===== config.mk =====
export PLATFORM = sky130hd
export DESIGN_NAME = data_bus_controller
export DESIGN_NICKNAME = d
export VERILOG_FILES = /design/src/rtl/bus_ctrl_pkg.sv /design/src/rtl/load_aligner.sv /design/src/rtl/data_bus_controller.sv
export SDC_FILE = /design/constraint.sdc
export NUM_CORES = 1
export LEC_CHECK = 0
export ABC_AREA = 1
export BUFFER_PORTS_ARGS = -buffer_cell sky130_fd_sc_hd__buf_4
export CAP_MARGIN = 20
export CORE_MARGIN = 10
export CORE_UTILIZATION = 49
export DETAILED_ROUTE_END_ITERATION = 16
export GPL_TIMING_DRIVEN = 0
export PLACE_DENSITY = 0.8
export SETUP_SLACK_MARGIN = 0.15
export SYNTH_ARGS = -nofsm -noshare
export SYNTH_HDL_FRONTEND = slang
export SYNTH_SLANG_ARGS = --single-unit

===== constraint.sdc =====
create_clock -name clk -period 3.5 [get_ports clk]
set_input_delay 0.35 -clock clk [delete_from_list [all_inputs] [get_ports clk]]
set_output_delay 0.35 -clock clk [all_outputs]
set_load 0.01 [all_outputs]

===== src/rtl/bus_ctrl_pkg.sv =====
// bus_ctrl_pkg: shared FSM state type, access-width encodings and store-lane helpers
// for the data bus controller.
package bus_ctrl_pkg;

    // Access width encodings from the control unit; 2'b11 decodes as a word.
    localparam logic [1:0] MEM_WORD = 2'b00;
    localparam logic [1:0] MEM_HALF = 2'b01;
    localparam logic [1:0] MEM_BYTE = 2'b10;

    typedef enum logic [1:0] {
        StIdle,
        StReq,
        StResp
    } bus_state_e;

    // Natural alignment check: bytes are always aligned.
    function automatic logic addr_aligned(logic [1:0] width, logic [1:0] offset);
        case (width)
            MEM_HALF: return ~offset[0];
            MEM_BYTE: return 1'b1;
            default:  return (offset == 2'b00);
        endcase
    endfunction

    // Byte enables for the addressed lanes (loads use the same lanes).
    function automatic logic [3:0] lane_be(logic [1:0] width, logic [1:0] offset);
        case (width)
            MEM_HALF: return offset[1] ? 4'b1100 : 4'b0011;
            MEM_BYTE: return 4'b0001 << offset;
            default:  return 4'b1111;
        endcase
    endfunction

    // Store data replicated across all lanes so the slave can pick any enabled lane.
    function automatic logic [31:0] lane_wdata(logic [1:0] width, logic [31:0] data);
        case (width)
            MEM_HALF: return {2{data[15:0]}};
            MEM_BYTE: return {4{data[7:0]}};
            default:  return data;
        endcase
    endfunction

endpackage


===== src/rtl/load_aligner.sv =====
// load_aligner: picks the addressed byte/half lane of a bus word and zero- or
// sign-extends it to 32 bits. Purely combinational.
module load_aligner
    import bus_ctrl_pkg::*;
(
    input  logic [31:0] word,
    input  logic [1:0]  offset,
    input  logic [1:0]  width,
    input  logic        sign_ext,
    output logic [31:0] data
);

    logic [7:0]  byte_sel;
    logic [15:0] half_sel;

    // Lane selection by address offset.
    always_comb begin
        byte_sel = word[7:0];
        unique case (offset)
            2'b00: byte_sel = word[7:0];
            2'b01: byte_sel = word[15:8];
            2'b10: byte_sel = word[23:16];
            2'b11: byte_sel = word[31:24];
            default: byte_sel = word[7:0];
        endcase
        half_sel = offset[1] ? word[31:16] : word[15:0];
    end

    // Extension to 32 bits according to access width and signedness.
    always_comb begin
        data = word;
        unique case (width)
            MEM_HALF: data = {{16{sign_ext & half_sel[15]}}, half_sel};
            MEM_BYTE: data = {{24{sign_ext & byte_sel[7]}}, byte_sel};
            default:  data = word;
        endcase
    end

endmodule


===== src/rtl/data_bus_controller.sv =====
// data_bus_controller: single-outstanding load/store master between the pipeline and a
// req/ack data bus. States IDLE -> REQ -> RESP; misaligned or conflicting requests skip
// the bus and complete with a fault.
// Optional feature: define BUS_TIMEOUT_EN to abort a REQ that sees no ack within
// TIMEOUT_CYCLES cycles (completes with fault and rdata = 0).
module data_bus_controller
    import bus_ctrl_pkg::*;
#(
    parameter int unsigned TIMEOUT_CYCLES = 16
) (
    input  logic        clk,
    input  logic        reset,
    input  logic        cs_bus_read,
    input  logic        cs_bus_write,
    input  logic [1:0]  cs_mem_width,
    input  logic        cs_load_signed,
    input  logic [31:0] addr,
    input  logic [31:0] wdata,
    output logic [31:0] rdata,
    output logic        stall,
    output logic        done,
    output logic        fault,
    output logic        bus_req,
    output logic        bus_we,
    output logic [31:0] bus_addr,
    output logic [31:0] bus_wdata,
    output logic [3:0]  bus_be,
    input  logic [31:0] bus_rdata,
    input  logic        bus_ack
);

    bus_state_e state_q, state_d;

    logic        any_req;
    logic        start_ok;
    logic        start_err;
    logic        tmo_expire;
    logic [31:0] load_result;

    logic        bus_we_q;
    logic [31:0] bus_addr_q;
    logic [31:0] bus_wdata_q;
    logic [3:0]  bus_be_q;
    logic [1:0]  ld_width_q;
    logic [1:0]  ld_off_q;
    logic        ld_signed_q;
    logic [31:0] rdata_q;
    logic        fault_q;

    // Request decode: exactly one of read/write plus natural alignment goes to the bus;
    // anything else that asks for an access completes locally with a fault.
    always_comb begin
        any_req   = cs_bus_read | cs_bus_write;
        start_ok  = (cs_bus_read ^ cs_bus_write) & addr_aligned(cs_mem_width, addr[1:0]);
        start_err = any_req & ~start_ok;
    end

`ifdef BUS_TIMEOUT_EN
    localparam int unsigned CntW = $clog2(TIMEOUT_CYCLES) + 1;

    logic [CntW-1:0] tmo_cnt_q;

    // Counts REQ cycles; restarts whenever the FSM is outside REQ.
    always_ff @(posedge clk or posedge reset) begin
        if (reset) begin
            tmo_cnt_q <= '0;
        end else if (state_q == StReq) begin
            tmo_cnt_q <= tmo_cnt_q + CntW'(1);
        end else begin
            tmo_cnt_q <= '0;
        end
    end

    // Abort in the last allowed REQ cycle unless the ack arrives in that same cycle.
    always_comb begin
        tmo_expire = (state_q == StReq) && !bus_ack &&
                     (tmo_cnt_q == CntW'(TIMEOUT_CYCLES - 1));
    end
`else
    logic unused_timeout;

    // Without the timeout the REQ state waits for ack indefinitely.
    always_comb begin
        tmo_expire     = 1'b0;
        unused_timeout = ^TIMEOUT_CYCLES;
    end
`endif

    // State register.
    always_ff @(posedge clk or posedge reset) begin
        if (reset) begin
            state_q <= StIdle;
        end else begin
            state_q <= state_d;
        end
    end

    // Next-state logic.
    always_comb begin
        state_d = state_q;
        unique case (state_q)
            StIdle: begin
                if (start_ok) begin
                    state_d = StReq;
                end else if (start_err) begin
                    state_d = StResp;
                end
            end
            StReq: begin
                if (bus_ack || tmo_expire) begin
                    state_d = StResp;
                end
            end
            StResp:  state_d = StIdle;
            default: state_d = StIdle;
        endcase
    end

    // Bus-side and load-result registers; bus fields are launched once in IDLE and held.
    always_ff @(posedge clk or posedge reset) begin
        if (reset) begin
            bus_we_q    <= 1'b0;
            bus_addr_q  <= '0;
            bus_wdata_q <= '0;
            bus_be_q    <= '0;
            ld_width_q  <= MEM_WORD;
            ld_off_q    <= 2'b00;
            ld_signed_q <= 1'b0;
            rdata_q     <= '0;
            fault_q     <= 1'b0;
        end else if (state_q == StIdle) begin
            if (start_ok) begin
                bus_we_q    <= cs_bus_write;
                bus_addr_q  <= {addr[31:2], 2'b00};
                bus_wdata_q <= lane_wdata(cs_mem_width, wdata);
                bus_be_q    <= lane_be(cs_mem_width, addr[1:0]);
                ld_width_q  <= cs_mem_width;
                ld_off_q    <= addr[1:0];
                ld_signed_q <= cs_load_signed;
                fault_q     <= 1'b0;
            end else if (start_err) begin
                rdata_q <= '0;
                fault_q <= 1'b1;
            end
        end else if (state_q == StReq) begin
            if (bus_ack) begin
                // Stores leave the previous load result visible.
                if (!bus_we_q) begin
                    rdata_q <= load_result;
                end
            end else if (tmo_expire) begin
                rdata_q <= '0;
                fault_q <= 1'b1;
            end
        end
    end

    load_aligner u_load_aligner (
        .word     (bus_rdata),
        .offset   (ld_off_q),
        .width    (ld_width_q),
        .sign_ext (ld_signed_q),
        .data     (load_result)
    );

    // Outputs: stall covers the request cycle in IDLE and every REQ cycle.
    always_comb begin
        bus_req   = (state_q == StReq);
        stall     = ((state_q == StIdle) && any_req) || (state_q == StReq);
        done      = (state_q == StResp);
        fault     = (state_q == StResp) && fault_q;
        bus_we    = bus_we_q;
        bus_addr  = bus_addr_q;
        bus_wdata = bus_wdata_q;
        bus_be    = bus_be_q;
        rdata     = rdata_q;
    end

endmodule


-- After elaboration in Yosys (flattened, before gate mapping)
Index checks and enable logic that the tools add are counted.
Widths: inputs -> output; s select.
- $add $sub $neg: 0
- multiply operators: 0
- divide/modulo/power cells: 0
- order comparisons: 0
- equal/unequal tests: 14
- shifts and indexed selects: 1
- muxes and demuxes: 19
- bitwise operators: 8
- reduce and logical (&&, ||, !) cells: 13
- operator list (cell ; count):
    $mux 32 ; 6
    $pmux 32 s2 ; 2
    $pmux 8 s4 ; 1
    $mux 16 ; 1
    $eq 2x2->1 const B ; 5
    $eq 2x1->1 const B ; 4
    $pmux 4 s2 ; 1
    $logic_not 2->1 ; 3
    $mux 2 ; 3
    $reduce_and 2->1 ; 3
    $reduce_bool 2->1 ; 3
    $reduce_and 5->1 ; 1
    $and 1x1->1 ; 4
    $mux 4 ; 1
    $ne 2x1->1 const B ; 2
    $ne 2x2->1 const B ; 2
    $pmux 2 s2 ; 1
    $shl 1x2->4 const A ; 1
    $ne 3x3->1 const B ; 1
    $logic_and 1x1->1 ; 2
    $mux 1 ; 2
    $not 1->1 ; 2
    $pmux 1 s2 ; 1
    $logic_or 1x1->1 ; 1
    other kinds (2) ; 2
- bits in registers: 107
- latch bits: 0
- bits in writable memories: 0
- memory bits (read-only): 0
- input bits: 104
- output and inout port bits: 105
- logic and storage cells: 65
- memories kept: 0

-- Logic depth before layout (Yosys ltp)
Gate-level depths: netlist of the first run.
- depth after elaboration: 8
- depth in mapped cells: 12
- depth with buffers taken out: 10

-- Cells and area by module
From an unflattened synthesis of the first run, not the netlist that was laid out.
- cells, all modules: 730
- area, all modules: 5612.9 µm²
- by module, submodules not included (module ; instances ; cells each ; area an instance (µm²) ; sequential area each (µm²)):
    data_bus_controller ; 1 ; 566 ; 4857.2 ; 2677.6
    load_aligner ; 1 ; 164 ; 755.7 ; 0.0

-- Least setup slack after synthesis of the first run
Ideal clock, no wire load.
- path type: in2reg
- from: input port cs_mem_width[0]
- to: register bus_wdata_q[21], in the netlist bus_wdata[21]
- setup time: 123 ps
- data arrival time: 1474 ps
- data required time: 3377 ps
- setup slack: 1903 ps
- stages on the path: 10
- buffers on the path: 3
- cells stage by stage: inv_1 > ha_1 > buf_2 > nor2_1 > nand2_1 > nand3_2 > nor2_2 > buf_6 > buf_4 > a21oi_2
- word-level cells in the longest chain between the ends: 4
- elaborated cells between the ends (all ways): 6
- classes of those cells: eq/ne (2); mux (2); bitwise (1); reduce/logical (1)
- ends and longest elaborated chain (element ; RTL line ; source):
    start: declaration ; data_bus_controller.sv:15 ; input logic [1:0] cs_mem_width,
    $eq 2x2->1 / $eq 2x1->1 (equally long branches) ; bus_ctrl_pkg.sv:18, bus_ctrl_pkg.sv:36 ;
    $pmux 1 s2 ; bus_ctrl_pkg.sv:18 ; case (width)
    $and 1x1->1 ; data_bus_controller.sv:54 ; start_ok = (cs_bus_read ^ cs_bus_write) & addr_aligned(cs_mem_width, addr[1:0]);
    $reduce_and 2->1 (no line) ; n/a ;
    end signal: assignment ; data_bus_controller.sv:135 ; bus_wdata_q <= lane_wdata(cs_mem_width, wdata);
    end: declaration ; data_bus_controller.sv:42 ; logic [31:0] bus_wdata_q;
Several ways; a longest one is shown, not always the timed one.
A chain may end at the register's enable or synchronous reset.

-- Worst setup path after layout of the first run
- from: register ld_width_q[0]
- to: register rdata_q[20], in the netlist rdata[20]
- word-level cells in the longest chain between the ends: 6
- elaborated cells between the ends (all ways): 7
- classes of those cells: eq/ne (2); mux (5)
- ends and longest elaborated chain (element ; RTL line ; source):
    start: declaration ; data_bus_controller.sv:44 ; logic [1:0] ld_width_q;
    start signal: assignment ; data_bus_controller.sv:137 ; ld_width_q <= cs_mem_width;
    $eq 2x2->1 / $eq 2x1->1 (equally long branches) ; load_aligner.sv:32 ; unique case (width)
    $pmux 32 s2 (*) ; load_aligner.sv:32 ;
    $mux 32 (*) ; data_bus_controller.sv:148 ; if (!bus_we_q) begin
    $mux 32 (*) ; data_bus_controller.sv:146 ; if (bus_ack) begin
    $mux 32 (*) ; data_bus_controller.sv:145 ; end else if (state_q == StReq) begin
    $mux 32 (*) ; data_bus_controller.sv:131 ; end else if (state_q == StIdle) begin
    end signal: assignment ; data_bus_controller.sv:149 ; rdata_q <= load_result;
    end: declaration ; data_bus_controller.sv:47 ; logic [31:0] rdata_q;
Mark *: on every way between the ends. The rest lies on a longest branch, timed or not. The select of a mux whose other input is x is not followed.

==> impl_results.md, run 1 <==
- Root buf cell: clkbuf_8
- Pwr Density: 810 nW/um^2
- Critical Path RT: 3750 ps
- Largest net degree at the start of global routing: 56
- Pre-CTS WS: 1600 ps
- Insertion delay to the later sink of the worst-skew pair: 360 ps
- Die Ht: 125 um
- Register-to-register setup slack: 1700 ps
- Initial Utilization: 0.499
- Min-Delay Path Class: input pin to asynchronous set/reset pin
- Final estimated routing congestion in global placement: 0.884
- CTS Buf Count: 9
- Via count: 5362
- Num ports: 209
- Clock period minus worst slack: 1800 ps
- Antenna violation net count after detailed routing: 0
- Netlist cell types: 31
- Clk sink count: 107
- Fmax: 0.555 GHz
- Critical Path AT: 2050 ps
- Leakage power: 3.98 nW
- Post_cts resized: 0
- Critical Path End Type: flip-flop
- Worst-path maximum fanout: 10
- Final Hold Fails: 0
- DIE WIDTH: 125 um
- Startpoint Class: flip-flop
- Critical path class: flip-flop to flip-flop
- Post-route DRC: 0
- Max Clock Skew: 15.5 ps
- Clk slew on worst S/H paths: 100 ps
- CTS Hold Bufs: 0
- Slew Limit Fails: 0
- Yosys warnings: 0
- Number of max-cap violations: 0
- Commonest non-fill, non-tap cell in the layout: nand2_1
- CTS Buffer Depth: 2
- Htree depth: 3
- Core area: 10800 sq um
- Crit share post-route: 0.514
- Worst slew pin tran: 692 ps
- Avg Inst Size Synth: 7.76 sq um
- Layout cells sized above 1: 0.302
- Port Buffers: 205
- Rows: 38
- Unrepaired setup endpoints after global routing: false
- Ant. Diodes: 0
- Seq/Total Area, Yosys: 0.497
- 1st-iter DRT viols: 408
- Worst IR drop on VDD: 0.376 mV
- Post-CTS Setup Repair Bufs: 0
- Total Neg Setup Slack: 0 ps
- Primary FF master, synth: dfrtp_1
- Routed vias/inst: 5.08
- First drt pass iteration count: 5
- Total Nets Final: 1022
- CTS tree: done
- Post-Synthesis Cells: 694
- Final Worst Setup Slack: 1700 ps
- Die area: 15600 sq um
- Wirelength per Cell: 16.5 um
- Synthesis-to-layout area growth: 35.9%
- Status: finished, final reports clean
- Final setup viols: 0
- First-pass GRT wire length: 27800 um
- Vias in the first global route: 5364
- Post-synth EDFFs: 0
- Final WL: 17400 um
- Synthesized area: 5390 sq um
- Initial antenna violation count: 0
- Commonest non-fill, non-tap cells in the layout: nand2_1 (260), buf_4 (216), dfrtp_1 (107), o21ai_0 (62), nor2_1 (57)
- Yosys reg bits: 107
- Total grt overflow: 0
- Relative slew slack: 0.539
- Async SR Flop Fraction: 1.00
- Detail Placement HPWL: 13600 um
- Gr usage total: 0.215
==> synth_stat cells (all sizes together), types with 2 or more instances <==
master / count / area, sq um
nand3: 37 / 190
clkbuf: 15 / 60.1
a21oi: 60 / 349
dfrtp: 107 / 2680
buf: 29 / 223
nand2: 263 / 1000
inv: 35 / 136
o21ai: 63 / 315
o211ai: 6 / 45.0
nor3: 5 / 25.0
nor2: 58 / 220
ha: 6 / 75.1
a22oi: 2 / 15.0
a31oi: 2 / 12.5
==> logic make-up (layout without fill, tap and decap cells) <==
kind of cell / Yosys count / count (layout) / share of synthesized area
and+or+nand+nor: 365 / 365 / 0.270
AOI/OAI and AO/OA: 135 / 135 / 0.140
DFF: 107 / 107 / 0.497
buffers and inverters: 80 / 300 / 0.0785
adders and majority gates: 6 / 6 / 0.0139
other: 1 / 2 / 0.000696
==> report_power, final <==
part	total, W	internal [W]	switching, W
logic	0.00313	0.00133	0.00179
clock network	0.000760	0.000329	0.000431
registers	0.00205	0.00175	0.000294
==> sequential cells by signal, indices dropped and copies added, names as in the netlist <==
register,count
bus_we,1
bus_be,4
fault_q,1
bus_addr,30
rdata,32
ld_signed_q,1
bus_wdata,32
ld_off_q,2
state_q,2
ld_width_q,2
==> critical path, cell delays in order, from the launching register on <==
cell      delay (ps)
dfrtp_1          360
inv_1             60
ha_1             360
buf_2            230
clkbuf_1         370
a21oi_1          120
nand3_1          130
nand2_1           60
==> routing by layer <==
layer / wire [um] / vias up / track usage
li1: - / 2647 / -
met1: 7050 / 2483 / 0.261
met2: 8240 / 226 / 0.344
met3: 2070 / 6 / 0.102
met4: 73 / 0 / 0.0386
met5: 0 / - / 0
==> per-stage QoR <==
stage	hold WS, ps	std cells	utilization	cell area [sq um]	power (W)
CTS	106	1055	0.678	7320	0.00597
global placement	456	1040	0.658	7100	0.00515
floorplan	448	695	-	5390	0.00380
global route	132	1055	0.678	7320	0.00641
finish	96.6	1055	0.678	7320	0.00593
detailed placement	460	1041	0.661	7130	0.00520
==> cell type report <==
class,count,area (sq um)
clock inverter,5,62.6
timing repair buffer,206,1570
tap,140,175
clock buffer,9,124
fill,962,3470
buffer,44,283
sequential,107,2680
multi-input combinational,508,2290
inverter,36,143
==> worst paths after layout <==
path | start | endpoint | depth (start not counted)
max in group asynchronous | reset | bus_wdata[6]$_DFFE_PP0P_ | 3
worst min-delay path | reset | rdata[29]$_DFFE_PP0P_ | 2
worst min register to register | rdata[10]$_DFFE_PP0P_ | rdata[10]$_DFFE_PP0P_ | 2
worst max-delay path | ld_width_q[0]$_DFFE_PP0P_ | rdata[20]$_DFFE_PP0P_ | 7
worst max register to register | ld_width_q[0]$_DFFE_PP0P_ | rdata[20]$_DFFE_PP0P_ | 7
min in group clk | addr[27] | bus_addr[27]$_DFFE_PP0P_ | 3
No activity file was read; power rests on OpenSTA's default activity.
==> inputs of run 2 (changes only) <==
==> constraint.sdc (replaced) <==
create_clock -name clk -period 1.75 [get_ports clk]
set_input_delay 0.175 -clock clk [delete_from_list [all_inputs] [get_ports clk]]
set_output_delay 0.175 -clock clk [all_outputs]
set_load 0.01 [all_outputs]
==> run 2 against run 1 <==
Compared with the run above:
- sequential cell count unchanged
- hold slack worse by 80 ps
- wire length up 9.6%
- cell count up 4.1%
- worst setup slack worse by 1500 ps
- critical endpoint is now bus_wdata[11]$_DFFE_PP0P_
- critical path type unchanged
- clock-buffer cell count unchanged
- power up 110%
- die area unchanged
==> impl_results.md, run 2 (synthesis results as in run 1) <==
- 1st-iter DRT viols: 500 (was 408)
- Insertion delay to the later sink of the worst-skew pair: 380 ps (was 360 ps)
- First drt pass iteration count: 5 (unchanged)
- Layout cells sized above 1: 0.319 (was 0.302)
- Fmax: 0.653 GHz (was 0.555 GHz)
- Total Nets Final: 1063 (was 1022)
- Number of max-cap violations: 0 (unchanged)
- Worst-path maximum fanout: 10 (unchanged)
- Synthesis-to-layout area growth: 45.3% (was 35.9%)
- Total grt overflow: 0 (unchanged)
- Antenna violation net count after detailed routing: 0 (unchanged)
- Detail Placement HPWL: 14200 um (was 13600 um)
- Commonest non-fill, non-tap cell in the layout: nand2_1 (unchanged)
- Leakage power: 4.19 nW (was 3.98 nW)
- Clk sink count: 107 (unchanged)
- Root buf cell: clkbuf_8 (unchanged)
- Critical Path RT: 2010 ps (was 3750 ps)
- Gr busiest metal: met2 (unchanged)
- Critical Path AT: 1790 ps (was 2050 ps)
- Status: finished, final reports clean (unchanged)
- Crit share post-route: 0.876 (was 0.514)
- Worst IR drop on VDD: 0.840 mV (was 0.376 mV)
- Final WL: 19100 um (was 17400 um)
- Final setup viols: 0 (unchanged)
- Port Buffers: 205 (unchanged)
- Via count: 5801 (was 5362)
- Min-Delay Startpoint: bus_ack
- Final estimated routing congestion in global placement: 0.927 (was 0.884)
- Global-route track usage on met1: 0.275 (was 0.261)
- CP Launch Point: state_q[1]$_DFFE_PP0P_ (was ld_width_q[0]$_DFFE_PP0P_)
- Largest net degree at the start of global routing: 36 (was 56)
- First-pass GRT wire length: 29800 um (was 27800 um)
- Initial antenna violation count: 1 (was 0)
- Routed vias/inst: 5.28 (was 5.08)
- Wirelength per Cell: 17.4 um (was 16.5 um)
- Pre-CTS WS: -13.7 ps (was 1600 ps)
- Vias in the first global route: 5696 (was 5364)
- CTS tree: done (unchanged)
- Initial Utilization: 0.499 (unchanged)
- CTS Buf Count: 9 (unchanged)
- Clk slew on worst S/H paths: 110 ps (was 100 ps)
- Final Worst Setup Slack: 217 ps (was 1700 ps)
- Pwr Density: 1600 nW/um^2 (was 810 nW/um^2)
- Total Neg Setup Slack: 0 ps (unchanged)
- Fillers: 849 (was 962)
- DIE WIDTH: 125 um (unchanged)
- Die Ht: 125 um (unchanged)
- Clock period minus worst slack: 1530 ps (was 1800 ps)
- Post-route DRC: 0 (unchanged)
- Die area: 15600 sq um (unchanged)
- Ant. Diodes: 0 (unchanged)
- Rows: 38 (unchanged)
- Met3 Usage GRT: 0.0915 (was 0.102)
- Unrepaired setup endpoints after global routing: true (was false)
- Min-Delay Path Class: input pin to flip-flop (was input pin to asynchronous set/reset pin)
- Worst reg2reg path startpoint: state_q[1]$_DFFE_PP0P_ (was ld_width_q[0]$_DFFE_PP0P_)
- Htree depth: 3 (unchanged)
- Critical path class: flip-flop to flip-flop (unchanged)
- Max Clock Skew: 12.9 ps (was 15.5 ps)
- Commonest non-fill, non-tap cells in the layout: nand2_1 (256), buf_4 (223), dfrtp_1 (106), o21ai_0 (61), nor2_1 (54) (was nand2_1 (260), buf_4 (216), dfrtp_1 (107), o21ai_0 (62), nor2_1 (57))
- Met2 GRT Util: 0.380 (was 0.344)
- Num ports: 209 (unchanged)
- Slew Limit Fails: 0 (unchanged)
- Relative slew slack: 0.629 (was 0.539)
- Startpoint Class: flip-flop (unchanged)
- Worst slew pin tran: 555 ps (was 692 ps)
- CTS Buffer Depth: 2 (unchanged)
- Critical Path End Type: flip-flop (unchanged)
- Final Hold Fails: 0 (unchanged)
- Core area: 10800 sq um (unchanged)
- Core Util, Final: 0.725 (was 0.678)
- Gr usage total: 0.232 (was 0.215)
[run 2: per-layer routing]
| metal | vias to the layer above | share of wire | wire (um) |
|---|---|---|---|
| met4 | 2 | 0.017 | 317 |
| met1 | 2761 | 0.39 | 7530 |
| met5 | - | 0.00068 | 13 |
| li1 | 2734 | - | - |
| met3 | 28 | 0.11 | 2140 |
| met2 | 276 | 0.48 | 9100 |
[run 2: critical path: stages (launching register included)]
cell and delay [ps]:
dfrtp_1 440, inv_2 130, nand2_1 100, buf_6 150, nor2_4 130, buf_2 190, buf_4 200, a21oi_1 80
[run 2: cell type report]
cell class / instances / area [sq um] / area share
inverters: 36 / 144 / 0.0184
flip-flops and latches: 107 / 2680 / 0.342
well taps: 140 / 175 / 0.0224
multi-input cells: 508 / 2360 / 0.301
clock buffers: 9 / 124 / 0.0158
plain buffers: 44 / 304 / 0.0388
repair buffers: 247 / 1980 / 0.253
clock inverters: 7 / 67.6 / 0.00863
[run 2: where the power goes]
part | switching [W] | leakage [nW] | internal [W]
clock | 0.000967 | 0.0989 | 0.000555
combinational | 0.00383 | 2.75 | 0.00301
sequential | 0.000621 | 1.34 | 0.00350
[run 2: final timing paths]
path,endpoint,slack [ps],depth (start not counted)
max,bus_wdata[11]$_DFFE_PP0P_,220,7
min,state_q[0]$_DFFE_PP0P_,20,2
max reg2reg,bus_wdata[11]$_DFFE_PP0P_,220,7
min reg2reg,rdata[18]$_DFFE_PP0P_,490,2
max in group asynchronous,bus_addr[8]$_DFFE_PP0P_,570,5
min in group asynchronous,rdata[2]$_DFFE_PP0P_,410,3
[run 2: stage by stage]
step	cell area (sq um)	power, W	std cells	hold slack (ps)
CTS	7700	0.0121	1091	5.93
global placement	7110	0.0103	1040	376
floorplan	5390	0.00760	695	273
finish	7830	0.0125	1098	16.5
detailed placement	7170	0.0104	1043	261
global route	7830	0.0134	1098	15.3
[run 2: repair_timing]
| action | in CTS | in global routing |
|---|---|---|
| endpoints found under the setup margin | 31 | 67 |
| hold buffers | 32 | 0 |
| resized for setup | 6 | 30 |
| endpoints found under the hold margin | 52 | 0 |
| setup buffers | 0 | 6 |
| pin swaps | 0 | 2 |
| gates cloned | 0 | 1 |
